### config.mk
export PLATFORM = sky130hd
export DESIGN_NAME = uc_microsequencer
export DESIGN_NICKNAME = d
export VERILOG_FILES = /design/src/rtl/uc_pkg.sv /design/src/rtl/uc_mem_wait_timer.sv /design/src/rtl/uc_microsequencer.sv
export SDC_FILE = /design/constraint.sdc
export NUM_CORES = 1
export LEC_CHECK = 0
export CORE_MARGIN = 5
export CORE_UTILIZATION = 40
export CTS_CLUSTER_SIZE = 8
export DETAILED_ROUTE_END_ITERATION = 10
export GPL_TIMING_DRIVEN = 0
export PLACE_DENSITY = 0.92
export SYNTH_ARGS = -nofsm -noshare
export SYNTH_HDL_FRONTEND = slang
export SYNTH_SLANG_ARGS = --single-unit
### constraint.sdc
create_clock -name uDataPath_CLOCK_50 -period 1.7 [get_ports uDataPath_CLOCK_50]
set_input_delay 0.34 -clock uDataPath_CLOCK_50 [delete_from_list [all_inputs] [get_ports uDataPath_CLOCK_50]]
set_output_delay 0.34 -clock uDataPath_CLOCK_50 [all_outputs]
set_load 0.005 [all_outputs]
### src/rtl/uc_pkg.sv
// Shared definitions for the microsequencer: register codes, state encoding,
// ALU operation codes and instruction opcode constants.
package uc_pkg;

   // Write-select / bus-select register codes
   localparam logic [3:0] REG_R0    = 4'd0;
   localparam logic [3:0] REG_PC    = 4'd8;
   localparam logic [3:0] REG_TEMP0 = 4'd9;
   localparam logic [3:0] REG_TEMP1 = 4'd10;
   localparam logic [3:0] REG_TEMP2 = 4'd11;
   localparam logic [3:0] REG_TEMP3 = 4'd12;
   localparam logic [3:0] REG_IR    = 4'd13;
   localparam logic [3:0] REG_NONE  = 4'd15;

   // ALU operation codes
   localparam logic [5:0] ALU_ADD    = 6'h00;
   localparam logic [5:0] ALU_PASS_A = 6'h3C;
   localparam logic [5:0] ALU_INC4   = 6'h3D;
   localparam logic [5:0] ALU_SEXT13 = 6'h3E;

   // Instruction opcode fields
   localparam logic [1:0] OP_ALU = 2'b10;
   localparam logic [1:0] OP_MEM = 2'b11;
   localparam logic [5:0] OP3_LD = 6'h00;

   typedef enum logic [3:0] {
      S_IDLE   = 4'd0,
      S_FETCH  = 4'd1,
      S_PC_INC = 4'd2,
      S_DECODE = 4'd3,
      S_IMM    = 4'd4,
      S_EXEC   = 4'd5,
      S_ADDR   = 4'd6,
      S_MEMRD  = 4'd7,
      S_HALT   = 4'd8
   } state_t;

   // Only r0..r7 are addressable from an instruction register field
   function automatic logic field_ok(input logic [4:0] f);
      return f[4:3] == 2'b00;
   endfunction

   // Map a register field onto a bus/write-select code
   function automatic logic [3:0] reg_code(input logic [4:0] f);
      return {1'b0, f[2:0]};
   endfunction

endpackage

### src/rtl/uc_mem_wait_timer.sv
// Memory wait timer: counts consecutive request cycles without an
// acknowledge and flags expiry on the last allowed cycle.
module uc_mem_wait_timer #(
   parameter int MEM_TIMEOUT = 255
) (
   input  logic clk,
   input  logic rst,
   input  logic active,
   input  logic ack,
   output logic expired
);

   logic [7:0] count;

   // Count un-acked wait cycles; any cycle outside a wait state resets to zero,
   // so every entry into FETCH/MEMRD starts from a clean count
   always_ff @(posedge clk or posedge rst) begin
      if (rst) begin
         count <= '0;
      end else if (!active || ack) begin
         count <= '0;
      end else begin
         count <= count + 8'd1;
      end
   end

   assign expired = active && !ack && (count == 8'(MEM_TIMEOUT - 1));

endmodule

### src/rtl/uc_microsequencer.sv
// Fetch/decode/execute controller for the scratchpad register datapath.
// Outputs are decoded from the state register and the IR fields; memory
// read handshakes are guarded by a wait timer that halts the sequencer.
module uc_microsequencer
   import uc_pkg::*;
#(
   parameter int DATAWIDTH_DECODER_SELECTION = 4,
   parameter int DATAWIDTH_MUX_SELECTION     = 4,
   parameter int DATAWIDTH_ALU_OP            = 6,
   parameter int MEM_TIMEOUT                 = 255
) (
   input  logic                                   uDataPath_CLOCK_50,
   input  logic                                   uDATAPATH_RESET_InHigh,
   input  logic                                   run,
   input  logic                                   mem_ack,
   input  logic [7:0]                             Scratchpath_Reg_IR_OP,
   input  logic [4:0]                             Scratchpath_Reg_IR_RS1,
   input  logic [4:0]                             Scratchpath_Reg_IR_RS2,
   input  logic [4:0]                             Scratchpath_Reg_IR_RD,
   input  logic                                   Scratchpath_Reg_IR_IR13,
   output logic [DATAWIDTH_DECODER_SELECTION-1:0] Selector_Decoder_Wire,
   output logic [DATAWIDTH_MUX_SELECTION-1:0]     Selector_MUX_A_Wire,
   output logic [DATAWIDTH_MUX_SELECTION-1:0]     Selector_MUX_B_Wire,
   output logic [DATAWIDTH_ALU_OP-1:0]            alu_op,
   output logic                                   muxc_sel,
   output logic                                   mem_rd_req,
   output logic                                   instr_done,
   output logic                                   illegal,
   output logic                                   halted,
   output logic [3:0]                             state
);

   state_t     state_q;
   logic       is_alu;
   logic       is_ld;
   logic       legal;
   logic       waiting;
   logic       expired;
   logic [3:0] rd_code;
   logic [3:0] b_code;

   assign is_alu  = Scratchpath_Reg_IR_OP[7:6] == OP_ALU;
   assign is_ld   = Scratchpath_Reg_IR_OP == {OP_MEM, OP3_LD};
   assign legal   = (is_alu || is_ld) && field_ok(Scratchpath_Reg_IR_RS1) &&
                    field_ok(Scratchpath_Reg_IR_RS2) && field_ok(Scratchpath_Reg_IR_RD);
   // Writes to r0 are suppressed
   assign rd_code = (Scratchpath_Reg_IR_RD[2:0] == 3'd0) ? REG_NONE : reg_code(Scratchpath_Reg_IR_RD);
   assign b_code  = Scratchpath_Reg_IR_IR13 ? REG_TEMP0 : reg_code(Scratchpath_Reg_IR_RS2);
   assign waiting = (state_q == S_FETCH) || (state_q == S_MEMRD);
   assign state   = state_q;

   uc_mem_wait_timer #(
      .MEM_TIMEOUT(MEM_TIMEOUT)
   ) u_wait_timer (
      .clk     (uDataPath_CLOCK_50),
      .rst     (uDATAPATH_RESET_InHigh),
      .active  (waiting),
      .ack     (mem_ack),
      .expired (expired)
   );

   // Sequencer state and sticky halt flag
   always_ff @(posedge uDataPath_CLOCK_50 or posedge uDATAPATH_RESET_InHigh) begin
      if (uDATAPATH_RESET_InHigh) begin
         state_q <= S_IDLE;
         halted  <= 1'b0;
      end else begin
         case (state_q)
            S_IDLE:   if (run) state_q <= S_FETCH;
            S_FETCH: begin
               if (expired) begin
                  state_q <= S_HALT;
                  halted  <= 1'b1;
               end else if (mem_ack) begin
                  state_q <= S_PC_INC;
               end
            end
            S_PC_INC: state_q <= S_DECODE;
            S_DECODE: begin
               if (!legal)                       state_q <= S_IDLE;
               else if (Scratchpath_Reg_IR_IR13) state_q <= S_IMM;
               else if (is_alu)                  state_q <= S_EXEC;
               else                              state_q <= S_ADDR;
            end
            S_IMM:    state_q <= is_alu ? S_EXEC : S_ADDR;
            S_EXEC:   state_q <= S_IDLE;
            S_ADDR:   state_q <= S_MEMRD;
            S_MEMRD: begin
               if (expired) begin
                  state_q <= S_HALT;
                  halted  <= 1'b1;
               end else if (mem_ack) begin
                  state_q <= S_IDLE;
               end
            end
            S_HALT:   state_q <= S_HALT;
            default:  state_q <= S_IDLE;
         endcase
      end
   end

   // Datapath control decode from the current state and IR fields
   always_comb begin
      Selector_Decoder_Wire = REG_NONE;
      Selector_MUX_A_Wire   = REG_R0;
      Selector_MUX_B_Wire   = REG_R0;
      alu_op                = ALU_PASS_A;
      muxc_sel              = 1'b0;
      mem_rd_req            = 1'b0;
      instr_done            = 1'b0;
      illegal               = 1'b0;
      case (state_q)
         S_FETCH: begin
            Selector_MUX_A_Wire = REG_PC;
            mem_rd_req          = 1'b1;
            muxc_sel            = 1'b1;
            if (mem_ack) Selector_Decoder_Wire = REG_IR;
         end
         S_PC_INC: begin
            Selector_MUX_A_Wire   = REG_PC;
            alu_op                = ALU_INC4;
            Selector_Decoder_Wire = REG_PC;
         end
         S_DECODE: illegal = !legal;
         S_IMM: begin
            Selector_MUX_A_Wire   = REG_IR;
            alu_op                = ALU_SEXT13;
            Selector_Decoder_Wire = REG_TEMP0;
         end
         S_EXEC: begin
            Selector_MUX_A_Wire   = reg_code(Scratchpath_Reg_IR_RS1);
            Selector_MUX_B_Wire   = b_code;
            alu_op                = Scratchpath_Reg_IR_OP[5:0];
            Selector_Decoder_Wire = rd_code;
            instr_done            = 1'b1;
         end
         S_ADDR: begin
            Selector_MUX_A_Wire   = reg_code(Scratchpath_Reg_IR_RS1);
            Selector_MUX_B_Wire   = b_code;
            alu_op                = ALU_ADD;
            Selector_Decoder_Wire = REG_TEMP1;
         end
         S_MEMRD: begin
            Selector_MUX_A_Wire = REG_TEMP1;
            mem_rd_req          = 1'b1;
            muxc_sel            = 1'b1;
            if (mem_ack) begin
               Selector_Decoder_Wire = rd_code;
               instr_done            = 1'b1;
            end
         end
         default: ;
      endcase
   end

endmodule

==> metrics.txt, run 1 <==
# TYPE chip_impl_metric gauge
chip_impl_info{name="status",value="finished with violations"} 1
chip_impl_info{name="violations",value="negative setup slack"} 1
chip_impl_metric{name="synth_top_area_share",unit="%"} 29.4
chip_impl_metric{name="fillerInstances",unit=""} 158
chip_impl_metric{name="cellLeakagePower",unit="uW"} 0.000996
chip_impl_metric{name="synthesis.area",unit="um2"} 1110
chip_impl_metric{name="final_min_period_over_clock_period",unit="%"} 115
chip_impl_info{name="dominant_combinational_cell_family_by_area_after_synthesis",value="simple AND/OR/NAND/NOR gates"} 1
chip_impl_metric{name="die_y",unit="um"} 62.6
chip_impl_metric{name="totalWireLength",unit="mm"} 4.92
chip_impl_metric{name="post_synth_xor_area_fraction",unit="%"} 5.54
chip_impl_metric{name="placement_cell_area",unit="um2"} 1690
chip_impl_metric{name="fmax",unit="GHz"} 0.510
chip_impl_info{name="cpMaxStageDelayCell",value="sky130_fd_sc_hd__dfrtp_2"} 1
chip_impl_metric{name="core",unit="um2"} 2710
chip_impl_metric{name="critical-path-max-stage-delay",unit="ns"} 0.47
chip_impl_info{name="final_common_cell",value="sky130_fd_sc_hd__buf_4"} 1
chip_impl_metric{name="yosys.area_share.adder",unit="%"} 4.07
chip_impl_info{name="startpoint_type",value="flop"} 1
chip_impl_metric{name="instance_count_on_the_critical_path",unit=""} 6
chip_impl_metric{name="firstDrtPassIters",unit=""} 5
chip_impl_metric{name="gp_congestion",unit=""} 0.841
chip_impl_metric{name="synth_compound_gate_area_share",unit="%"} 21.2
chip_impl_metric{name="grt_antenna_before_repair",unit=""} 0
chip_impl_metric{name="io_buffers",unit=""} 54
chip_impl_metric{name="grt.overflow.total",unit=""} 0
chip_impl_metric{name="nets",unit=""} 263
chip_impl_metric{name="layout-drive-gt1-share",unit="%"} 48.3
chip_impl_info{name="end_kind",value="primary output"} 1
chip_impl_metric{name="ir_drop",unit="uV"} 1140
chip_impl_metric{name="all_layer_gr_usage",unit="%"} 21.4
chip_impl_metric{name="cp.buffers_inverters",unit=""} 3
chip_impl_info{name="critical_path.startpoint",value="state[1]"} 1
chip_impl_metric{name="holdBufCountCts",unit=""} 0
chip_impl_metric{name="number_of_flops_mapped_to_enable_cells_by_yosys",unit=""} 0
chip_impl_info{name="hold_wc_path_type",value="input port to asynchronous set/reset pin"} 1
chip_impl_metric{name="io_pins",unit=""} 55
chip_impl_metric{name="post_synth_inst_count",unit=""} 141
chip_impl_metric{name="setup_violations",unit=""} 23
chip_impl_info{name="dominantRegCellSynth",value="sky130_fd_sc_hd__dfrtp_1"} 1
chip_impl_metric{name="cp.required",unit="ns"} 1.36
chip_impl_metric{name="h-tree-depth",unit=""} 1
chip_impl_metric{name="tightestPinTransition",unit="ns"} 0.471
chip_impl_info{name="crit_path_cell_trace",value="buf_6 -> nor2b_4 -> buf_6 -> a211oi_2 -> a311o_1 -> buf_2"} 1
chip_impl_metric{name="ant_nets",unit=""} 0
chip_impl_info{name="cts_tree",value="built"} 1
chip_impl_metric{name="clock_skew",unit="ns"} 0.00358
chip_impl_metric{name="insertedDiodeCount",unit=""} 0
chip_impl_metric{name="post_synth_num_cell_types",unit=""} 46
chip_impl_metric{name="number_of_core_rows",unit=""} 19
chip_impl_info{name="worstReg2RegStart",value="state[1]"} 1
chip_impl_info{name="post-synth-top-area-cell",value="sky130_fd_sc_hd__dfrtp_1"} 1
chip_impl_metric{name="post_syn_nets",unit=""} 171
chip_impl_metric{name="cts_max_path_buffers",unit=""} 2
chip_impl_metric{name="setup_tns",unit="ns"} -3.35
chip_impl_metric{name="cts_sinks",unit=""} 13
chip_impl_metric{name="max_cap_violations",unit=""} 0
chip_impl_info{name="synth.area.top_cells",value="sky130_fd_sc_hd__dfrtp_1, sky130_fd_sc_hd__nor2_1, sky130_fd_sc_hd__o21ai_0"} 1
chip_impl_metric{name="synthToLayoutAreaGrowth",unit="%"} 98.0
chip_impl_metric{name="ys_seq_area_share",unit="%"} 29.4
chip_impl_metric{name="final_core_util",unit="%"} 80.9
chip_impl_metric{name="detail_route.vias_per_cell",unit=""} 5.65
chip_impl_metric{name="die_w",unit="um"} 62.6
chip_impl_metric{name="cp_data_arrival_time",unit="ns"} 1.62
chip_impl_metric{name="synthesized_area_per_cell",unit="um2"} 7.85
chip_impl_metric{name="hold_ws",unit="ns"} 0.385
chip_impl_metric{name="routed-via-count",unit=""} 1485
chip_impl_metric{name="yosys_warnings",unit=""} 0
chip_impl_metric{name="detailedRoute.firstIterationViolations",unit=""} 85
chip_impl_metric{name="clock_insertion_delay_worst_skew",unit="ns"} 0.28
chip_impl_metric{name="finalInstanceArea",unit="um2"} 2190
chip_impl_metric{name="worst_slew_margin",unit="%"} 68.6
chip_impl_metric{name="final-max-slew-violation-count",unit=""} 0
chip_impl_info{name="worst_setup_path_type",value="flop to primary output"} 1
chip_impl_metric{name="place.detailed.hpwl",unit="mm"} 2.57
chip_impl_metric{name="synth_simple_gate_area_share",unit="%"} 34.0
chip_impl_metric{name="clk_pin_slew_worst_paths",unit="ns"} 0.07
chip_impl_metric{name="worstPathMaxFanout",unit=""} 6
chip_impl_metric{name="postLayoutSetupSlackWorst",unit="ns"} -0.261
chip_impl_metric{name="drt_drc_violations_left",unit=""} 0
chip_impl_metric{name="first_global_vias",unit=""} 1460
chip_impl_metric{name="grt_max_degree",unit=""} 14
chip_impl_metric{name="report.final.hold_viol_count",unit=""} 0
chip_impl_metric{name="reg2regPathDepth",unit=""} 6
chip_impl_metric{name="grt_pass1_wl",unit="mm"} 6.82
chip_impl_metric{name="preCtsSetupSlack",unit="ns"} -0.802
chip_impl_metric{name="yosys-mux-area-fraction",unit="%"} 0
chip_impl_metric{name="power_density",unit="nW/um2"} 1020
chip_impl_metric{name="die_area",unit="um2"} 3920
chip_impl_metric{name="asyncSetResetFlopFracSynth",unit="%"} 100
chip_impl_info{name="layout.cells.most_common_list",value="sky130_fd_sc_hd__buf_4, sky130_fd_sc_hd__nor2_1, sky130_fd_sc_hd__buf_2"} 1
chip_impl_info{name="rsz0062_at_grt",value="yes"} 1
chip_impl_metric{name="final_worst_path_period_need",unit="ns"} 1.96
chip_impl_metric{name="floorplan.initialDensity",unit="%"} 40.9
chip_impl_info{name="cp_top_family",value="flip-flops"} 1
chip_impl_metric{name="yosys_register_bits",unit=""} 13
chip_impl_metric{name="routed_wire_length_per_instance",unit="um"} 18.7
chip_impl_info{name="path_common_cell",value="sky130_fd_sc_hd__buf_6"} 1
chip_impl_metric{name="total_clock_buffers_created_by_cts",unit=""} 3
chip_impl_info{name="cts.root.buffer_cell",value="sky130_fd_sc_hd__clkbuf_4"} 1
## Yosys cell counts, types with 3 or more instances
cell type                  instances
sky130_fd_sc_hd__nor2_1           26
sky130_fd_sc_hd__nor3_1            5
sky130_fd_sc_hd__xor2_1            6
sky130_fd_sc_hd__nor2b_1           6
sky130_fd_sc_hd__buf_2             3
sky130_fd_sc_hd__a21oi_1           3
sky130_fd_sc_hd__clkbuf_1          4
sky130_fd_sc_hd__o21ai_0          11
sky130_fd_sc_hd__nand3_1           3
sky130_fd_sc_hd__inv_1             6
sky130_fd_sc_hd__nand2b_1          7
sky130_fd_sc_hd__dfrtp_1          13
sky130_fd_sc_hd__nand2_1           7
## logic make-up (layout without fill, tap and decap cells)
group / Yosys count / after routing
simple gates: 69 / 69
compound gates: 33 / 33
buf+inv: 15 / 106
flops: 13 / 13
xor+xnor: 7 / 7
fa+ha+maj: 4 / 4
## routing by layer
metal / track usage, % / wire length (um)
met5: 0 / 0
met4: 7.69 / 206
met3: 3.96 / 348
met2: 40.0 / 2600
met1: 23.5 / 1770
## stage by stage
stage                     instances  power [uW]
after floorplan                 141         921
after global placement          226        1330
after detailed placement        226        1350
after CTS                       258        1920
after global routing            263        2350
final                           263        2230
## worst reg2reg max path, cell delays in order (launching register included)
cell and delay (ns):
sky130_fd_sc_hd__dfrtp_2 0.47, sky130_fd_sc_hd__buf_4 0.17, sky130_fd_sc_hd__xor2_4 0.16, sky130_fd_sc_hd__or3_1 0.39
sky130_fd_sc_hd__buf_6 0.14, sky130_fd_sc_hd__a311oi_2 0.20, sky130_fd_sc_hd__a211oi_2 0.07
## final cells by class
| class | instances | area [um2] | share of cell area [%] |
|---|---|---|---|
| Multi-Input combinational cell | 113 | 938 | 42.8 |
| Timing Repair Buffer | 87 | 736 | 33.6 |
| Sequential cell | 13 | 328 | 15.0 |
| Buffer | 9 | 103 | 4.68 |
| Tap cell | 31 | 38.8 | 1.77 |
| Clock buffer | 4 | 26.3 | 1.20 |
| Inverter | 6 | 22.5 | 1.03 |
## path summary, 6_finish.rpt
kind	endpoint	slack [ns]
worst max-delay path	Selector_Decoder_Wire[1]	-0.26
worst min-delay path	u_wait_timer.count[6]	0.39
worst max register to register	state[1]	-0.03
worst min register to register	halted	0.49
max in group asynchronous	state[3]	0.97
min in group uDataPath_CLOCK_50	state[2]	0.49
## where the power goes
part	switching, uW	total (uW)	internal [uW]
Clock	98.6	190	91.3
Sequential	51.3	397	346
Combinational	782	1650	863
Total	932	2230	1300
## sequential cells by signal (all words and copies together), names as in the netlist
| name | cells |
|---|---|
| halted | 1 |
| state | 4 |
| u_wait_timer.count | 8 |
## what timing repair did
action / in CTS / in global routing
gates cloned: 0 / 0
pin swaps: 18 / 14
buffers inserted: 28 / 7
resized for setup: 162 / 34
setup endpoints to repair: 24 / 29
No activity file was read; power rests on OpenSTA's default activity.
==> run 2: changes to the inputs <==
--- a/config.mk
+++ b/config.mk
@@ -11,6 +11,7 @@
 export DETAILED_ROUTE_END_ITERATION = 10
 export GPL_TIMING_DRIVEN = 0
 export PLACE_DENSITY = 0.92
+export REMOVE_ABC_BUFFERS = 1
 export SYNTH_ARGS = -nofsm -noshare
 export SYNTH_HDL_FRONTEND = slang
 export SYNTH_SLANG_ARGS = --single-unit
==> metrics.txt, run 2 (synthesis gave the netlist of run 1 again) <==
# TYPE chip_impl_metric gauge
chip_impl_metric{name="final_min_period_over_clock_period",unit="%"} 123
chip_impl_metric{name="cellLeakagePower",unit="uW"} 0.00107
chip_impl_info{name="worst_setup_path_type",value="flop to primary output"} 1
chip_impl_metric{name="firstDrtPassIters",unit=""} 4
chip_impl_metric{name="clock_insertion_delay_worst_skew",unit="ns"} 0.28
chip_impl_metric{name="insertedDiodeCount",unit=""} 0
chip_impl_metric{name="core",unit="um2"} 2710
chip_impl_info{name="rsz0062_at_grt",value="yes"} 1
chip_impl_info{name="hold_wc_path_type",value="input port to asynchronous set/reset pin"} 1
chip_impl_metric{name="final-max-slew-violation-count",unit=""} 0
chip_impl_metric{name="detailedRoute.firstIterationViolations",unit=""} 135
chip_impl_metric{name="cts_sinks",unit=""} 13
chip_impl_info{name="violations",value="negative setup slack"} 1
chip_impl_info{name="status",value="finished with violations"} 1
chip_impl_metric{name="fmax",unit="GHz"} 0.478
chip_impl_metric{name="setup_tns",unit="ns"} -5.08
chip_impl_metric{name="clk_pin_slew_worst_paths",unit="ns"} 0.09
chip_impl_metric{name="first_global_vias",unit=""} 1703
chip_impl_info{name="cts.root.buffer_cell",value="sky130_fd_sc_hd__clkbuf_4"} 1
chip_impl_metric{name="grt_pass1_wl",unit="mm"} 8.17
chip_impl_metric{name="h-tree-depth",unit=""} 1
chip_impl_metric{name="floorplan.initialDensity",unit="%"} 40.9
chip_impl_metric{name="cts_max_path_buffers",unit=""} 2
chip_impl_metric{name="power_density",unit="nW/um2"} 1140
chip_impl_metric{name="die_area",unit="um2"} 3920
chip_impl_metric{name="placement_cell_area",unit="um2"} 1650
chip_impl_metric{name="totalWireLength",unit="mm"} 6.45
chip_impl_info{name="largest_register_by_flop_count",value="u_wait_timer.count"} 1
chip_impl_metric{name="report.final.hold_viol_count",unit=""} 0
chip_impl_metric{name="place.detailed.hpwl",unit="mm"} 2.31
chip_impl_metric{name="detail_route.vias_per_cell",unit=""} 6.29
chip_impl_metric{name="gp_congestion",unit=""} 0.801
chip_impl_metric{name="max_cap_violations",unit=""} 0
chip_impl_metric{name="fillerInstances",unit=""} 128
chip_impl_metric{name="clock_skew",unit="ns"} 0.00971
chip_impl_metric{name="layout-drive-gt1-share",unit="%"} 50.2
chip_impl_metric{name="all_layer_gr_usage",unit="%"} 25.6
chip_impl_metric{name="register_area",unit="um2"} 330
chip_impl_info{name="startpoint_type",value="flop"} 1
chip_impl_metric{name="worstPathMaxFanout",unit=""} 6
chip_impl_metric{name="grt.overflow.total",unit=""} 0
chip_impl_metric{name="cp.required",unit="ns"} 1.36
chip_impl_metric{name="multiInputGateArea",unit="um2"} 932
chip_impl_metric{name="setup_violations",unit=""} 26
chip_impl_metric{name="synthToLayoutAreaGrowth",unit="%"} 108
chip_impl_info{name="final_common_cell",value="sky130_fd_sc_hd__buf_6"} 1
chip_impl_metric{name="final-instance-count-excl-fill",unit=""} 272
chip_impl_info{name="cts_tree",value="built"} 1
chip_impl_metric{name="tightestPinTransition",unit="ns"} 0.506
chip_impl_metric{name="io_buffers",unit=""} 54
chip_impl_metric{name="postLayoutSetupSlackWorst",unit="ns"} -0.391
chip_impl_metric{name="drt_drc_violations_left",unit=""} 0
chip_impl_metric{name="finalInstanceArea",unit="um2"} 2300
chip_impl_metric{name="worst_slew_margin",unit="%"} 66.3
chip_impl_metric{name="largest_reg_flops",unit=""} 8
chip_impl_metric{name="io_pins",unit=""} 55
chip_impl_metric{name="grt_max_degree",unit=""} 14
chip_impl_metric{name="final_worst_path_period_need",unit="ns"} 2.09
chip_impl_metric{name="routed_wire_length_per_instance",unit="um"} 23.7
chip_impl_info{name="end_kind",value="primary output"} 1
chip_impl_info{name="layout.cells.most_common_list",value="sky130_fd_sc_hd__buf_6, sky130_fd_sc_hd__buf_4, sky130_fd_sc_hd__buf_2"} 1
chip_impl_metric{name="cp_data_arrival_time",unit="ns"} 1.75
chip_impl_metric{name="ir_drop",unit="uV"} 1120
chip_impl_metric{name="ant_nets",unit=""} 0
chip_impl_metric{name="routed-via-count",unit=""} 1711
chip_impl_metric{name="nets",unit=""} 272
chip_impl_metric{name="number_of_core_rows",unit=""} 19
chip_impl_metric{name="die_w",unit="um"} 62.6
chip_impl_metric{name="grt_antenna_before_repair",unit=""} 0
chip_impl_metric{name="die_y",unit="um"} 62.6
chip_impl_metric{name="report.power.total",unit="uW"} 2630
chip_impl_metric{name="placed_cells_incl_taps",unit=""} 217
chip_impl_metric{name="preCtsSetupSlack",unit="ns"} -0.904
chip_impl_metric{name="total_clock_buffers_created_by_cts",unit=""} 3
-- run 2: cell types whose count changed in the layout (fill, tap and decap cells not counted), moves of 3 or more --
cell	before	now
sky130_fd_sc_hd__nor2_4	1	4
sky130_fd_sc_hd__buf_6	16	25
sky130_fd_sc_hd__buf_2	18	22
sky130_fd_sc_hd__o21ai_1	2	5
sky130_fd_sc_hd__o21ai_0	8	4
-- run 2: path summary, 6_finish.rpt --
path	start	cells past startpoint	end	slack, ns
setup / recovery	state[0]	5	Selector_Decoder_Wire[1]	-0.39
hold / removal	uDATAPATH_RESET_InHigh	2	u_wait_timer.count[7]	0.38
setup reg to reg	state[2]	7	state[1]	-0.10
hold reg to reg	halted	1	halted	0.51
max in group asynchronous	uDATAPATH_RESET_InHigh	2	state[3]	0.96
min in group uDataPath_CLOCK_50	halted	1	halted	0.51
-- run 2: final cells by class --
type                            instances  area share (%)
Timing Repair Buffer                  105            41.3
Sequential cell                        13            14.4
Inverter                                6           0.979
Clock buffer                            4            1.14
Tap cell                               31            1.69
Multi-Input combinational cell        113            40.5
-- run 2: where the power goes --
| part | switching [uW] | internal [uW] | leakage (uW) |
|---|---|---|---|
| sequential | 99.2 | 348 | 0.000172 |
| clock | 107 | 91.0 | 0.0000150 |
| combinational | 927 | 1060 | 0.000888 |
-- run 2: critical path, stage by stage, from the launching register on --
cell,delay (ns)
sky130_fd_sc_hd__dfrtp_2,0.50
sky130_fd_sc_hd__buf_6,0.15
sky130_fd_sc_hd__nand2_1,0.07
sky130_fd_sc_hd__a211o_1,0.28
sky130_fd_sc_hd__a311o_1,0.33
sky130_fd_sc_hd__buf_2,0.14
-- run 2: what timing repair did --
action / 4_1_cts / 5_1_grt
hold buffers: 0 / 0
cloned: 0 / 1
gates resized for setup: 168 / 35
setup endpoints to repair: 28 / 28
buffers inserted: 38 / 12
pin swaps: 21 / 11
-- run 2: routing by layer --
metal  routed length (um)  track usage, %  up-vias
li1                     -               -      705
met1                 2220            26.8      786
met2                 3010            46.6      160
met3                  706            6.47       60
met4                  518            13.0        0
met5                    0               0        -
-- run 2: per-stage QoR --
| step | hold WS, ns | utilization [%] |
|---|---|---|
| final | 0.377 | 84.9 |
| after global routing | 0.434 | 84.9 |
| after CTS | 0.382 | 77.0 |
| after detailed placement | 0.465 | 60.7 |
| after global placement | 0.454 | 60.7 |
| after floorplan | 0.217 | - |
==> run 3: changes to the inputs <==
--- a/config.mk
+++ b/config.mk
@@ -5,8 +5,10 @@
 export SDC_FILE = /design/constraint.sdc
 export NUM_CORES = 1
 export LEC_CHECK = 0
+export CELL_PAD_IN_SITES_DETAIL_PLACEMENT = 0
+export CELL_PAD_IN_SITES_GLOBAL_PLACEMENT = 1
 export CORE_MARGIN = 5
-export CORE_UTILIZATION = 40
+export CORE_UTILIZATION = 28
 export CTS_CLUSTER_SIZE = 8
 export DETAILED_ROUTE_END_ITERATION = 10
 export GPL_TIMING_DRIVEN = 0
==> metrics.txt, run 3 (synthesis gave the netlist of run 1 again) <==
# TYPE chip_impl_metric gauge
chip_impl_metric{name="cp.required",unit="ns"} 1.36
chip_impl_metric{name="worst_slew_margin",unit="%"} 69.0
chip_impl_info{name="startpoint_type",value="flop"} 1
chip_impl_metric{name="detailedRoute.firstIterationViolations",unit=""} 54
chip_impl_metric{name="grt.overflow.total",unit=""} 0
chip_impl_metric{name="tightestPinTransition",unit="ns"} 0.464
chip_impl_metric{name="reg2regPathDepth",unit=""} 6
chip_impl_info{name="crit_path_cell_trace",value="buf_6 -> nand2_1 -> a211o_1 -> a311o_1 -> buf_2"} 1
chip_impl_metric{name="place.detailed.hpwl",unit="mm"} 2.32
chip_impl_metric{name="routed_wire_length_per_instance",unit="um"} 14.2
chip_impl_metric{name="nets",unit=""} 249
chip_impl_metric{name="grt_antenna_before_repair",unit=""} 0
chip_impl_metric{name="total_clock_buffers_created_by_cts",unit=""} 3
chip_impl_metric{name="floorplan.initialDensity",unit="%"} 29.6
chip_impl_metric{name="grt_pass1_wl",unit="mm"} 5.90
chip_impl_info{name="rsz0062_at_grt",value="yes"} 1
chip_impl_metric{name="report.power.total",unit="uW"} 2000
chip_impl_metric{name="cellLeakagePower",unit="uW"} 0.000914
chip_impl_metric{name="routed-via-count",unit=""} 1316
chip_impl_metric{name="core",unit="um2"} 3740
chip_impl_metric{name="final_min_period_over_clock_period",unit="%"} 112
chip_impl_metric{name="clock_insertion_delay_worst_skew",unit="ns"} 0.24
chip_impl_metric{name="final_core_util",unit="%"} 54.6
chip_impl_info{name="critical_path.startpoint",value="state[0]"} 1
chip_impl_metric{name="h-tree-depth",unit=""} 1
chip_impl_metric{name="clk_pin_slew_worst_paths",unit="ns"} 0.05
chip_impl_metric{name="die_y",unit="um"} 72.9
chip_impl_info{name="end_kind",value="primary output"} 1
chip_impl_metric{name="gp_congestion",unit=""} 0.710
chip_impl_metric{name="grt_max_degree",unit=""} 14
chip_impl_metric{name="fmax",unit="GHz"} 0.524
chip_impl_metric{name="layout-drive-gt1-share",unit="%"} 42.2
chip_impl_info{name="largest_register_by_flop_count",value="u_wait_timer.count"} 1
chip_impl_info{name="layout.cells.most_common_list",value="sky130_fd_sc_hd__nor2_1, sky130_fd_sc_hd__buf_2, sky130_fd_sc_hd__buf_4"} 1
chip_impl_info{name="final_common_cell",value="sky130_fd_sc_hd__nor2_1"} 1
chip_impl_metric{name="all_layer_gr_usage",unit="%"} 13.8
chip_impl_metric{name="worstPathMaxFanout",unit=""} 4
chip_impl_metric{name="critical-path-max-stage-delay",unit="ns"} 0.42
chip_impl_info{name="cpMaxStageDelayCell",value="sky130_fd_sc_hd__dfrtp_2"} 1
chip_impl_metric{name="final_worst_path_period_need",unit="ns"} 1.91
chip_impl_metric{name="hold_ws",unit="ns"} 0.416
chip_impl_metric{name="cp_data_arrival_time",unit="ns"} 1.57
chip_impl_metric{name="report.final.hold_viol_count",unit=""} 0
chip_impl_metric{name="ant_nets",unit=""} 0
chip_impl_metric{name="largest_reg_flops",unit=""} 8
chip_impl_info{name="regToRegEndpoint",value="state[1]"} 1
chip_impl_info{name="cp_top_family",value="compound AO/OA/AOI/OAI gates"} 1
chip_impl_metric{name="die_area",unit="um2"} 5310
chip_impl_info{name="hold_wc_path_type",value="input port to asynchronous set/reset pin"} 1
chip_impl_metric{name="io_pins",unit=""} 55
chip_impl_metric{name="cts_sinks",unit=""} 13
chip_impl_metric{name="detail_route.vias_per_cell",unit=""} 4.95
chip_impl_metric{name="final-max-slew-violation-count",unit=""} 0
chip_impl_metric{name="firstDrtPassIters",unit=""} 4
chip_impl_metric{name="setup_tns",unit="ns"} -1.29
chip_impl_metric{name="cp.buffers_inverters",unit=""} 2
chip_impl_info{name="cts_tree",value="built"} 1
chip_impl_info{name="violations",value="negative setup slack"} 1
chip_impl_info{name="cts.root.buffer_cell",value="sky130_fd_sc_hd__clkbuf_8"} 1
chip_impl_metric{name="regToRegSetupSlack",unit="ns"} -0.04
chip_impl_metric{name="ir_drop",unit="uV"} 415
chip_impl_metric{name="die_w",unit="um"} 72.9
chip_impl_metric{name="power_density",unit="nW/um2"} 980
chip_impl_metric{name="cts_max_path_buffers",unit=""} 2
chip_impl_metric{name="insertedDiodeCount",unit=""} 0
chip_impl_info{name="status",value="finished with violations"} 1
chip_impl_metric{name="first_global_vias",unit=""} 1260
chip_impl_metric{name="setup_violations",unit=""} 19
chip_impl_info{name="worstReg2RegStart",value="state[1]"} 1
chip_impl_metric{name="totalWireLength",unit="mm"} 3.78
chip_impl_metric{name="preCtsSetupSlack",unit="ns"} -0.984
chip_impl_metric{name="clock_skew",unit="ns"} 0.00131
chip_impl_metric{name="postLayoutSetupSlackWorst",unit="ns"} -0.207
chip_impl_metric{name="number_of_core_rows",unit=""} 22
chip_impl_info{name="worst_setup_path_type",value="flop to primary output"} 1
chip_impl_metric{name="instance_count_on_the_critical_path",unit=""} 5
chip_impl_metric{name="io_buffers",unit=""} 54
chip_impl_info{name="critical_path.endpoint",value="Selector_Decoder_Wire[1]"} 1
chip_impl_metric{name="synthToLayoutAreaGrowth",unit="%"} 84.7
chip_impl_metric{name="max_cap_violations",unit=""} 0
chip_impl_metric{name="drt_drc_violations_left",unit=""} 0
[run 3: per-layer routing]
layer,track usage [%],part of all wire [%]
met1,18.5,43
met3,2.62,7.5
met4,2.87,1.1
met5,0,0
met2,23.1,48
[run 3: report_power, final]
group          total (uW)  switching, uW  internal, uW
Sequential            410           60.7           349
Combinational        1320            636           689
Clock                 269            104           165
Total                2000            801          1200
[run 3: worst min-delay path by stage]
stage	start	endpoint	slack, ns	depth (start not counted)
after floorplan	uDATAPATH_RESET_InHigh	halted	0.22	1
after global placement	halted	halted	0.45	1
after detailed placement	halted	halted	0.46	1
after CTS	uDATAPATH_RESET_InHigh	u_wait_timer.count[6]	0.44	2
after global routing	uDATAPATH_RESET_InHigh	u_wait_timer.count[5]	0.48	2
final	uDATAPATH_RESET_InHigh	u_wait_timer.count[7]	0.42	2
[run 3: layout make-up]
cell class	instances	area (um2)
Fill cell	354	1700
Multi-Input combinational cell	113	888
Timing Repair Buffer	82	699
Sequential cell	13	330
Tap cell	48	60.1
Clock buffer	4	45.0
Inverter	6	22.5
[run 3: timing repair]
| item | in CTS | in global routing |
|---|---|---|
| setup buffers | 22 | 7 |
| resized for setup | 142 | 27 |
| gates cloned | 0 | 0 |
| endpoints found under the setup margin | 28 | 24 |
| hold buffers | 0 | 0 |
| pin swaps | 22 | 8 |
[run 3: per-stage QoR]
stage	std cells	area (um2)
final	266	2050
after global routing	266	2050
after CTS	260	1930
after detailed placement	234	1670
after global placement	234	1670
after floorplan	132	1070
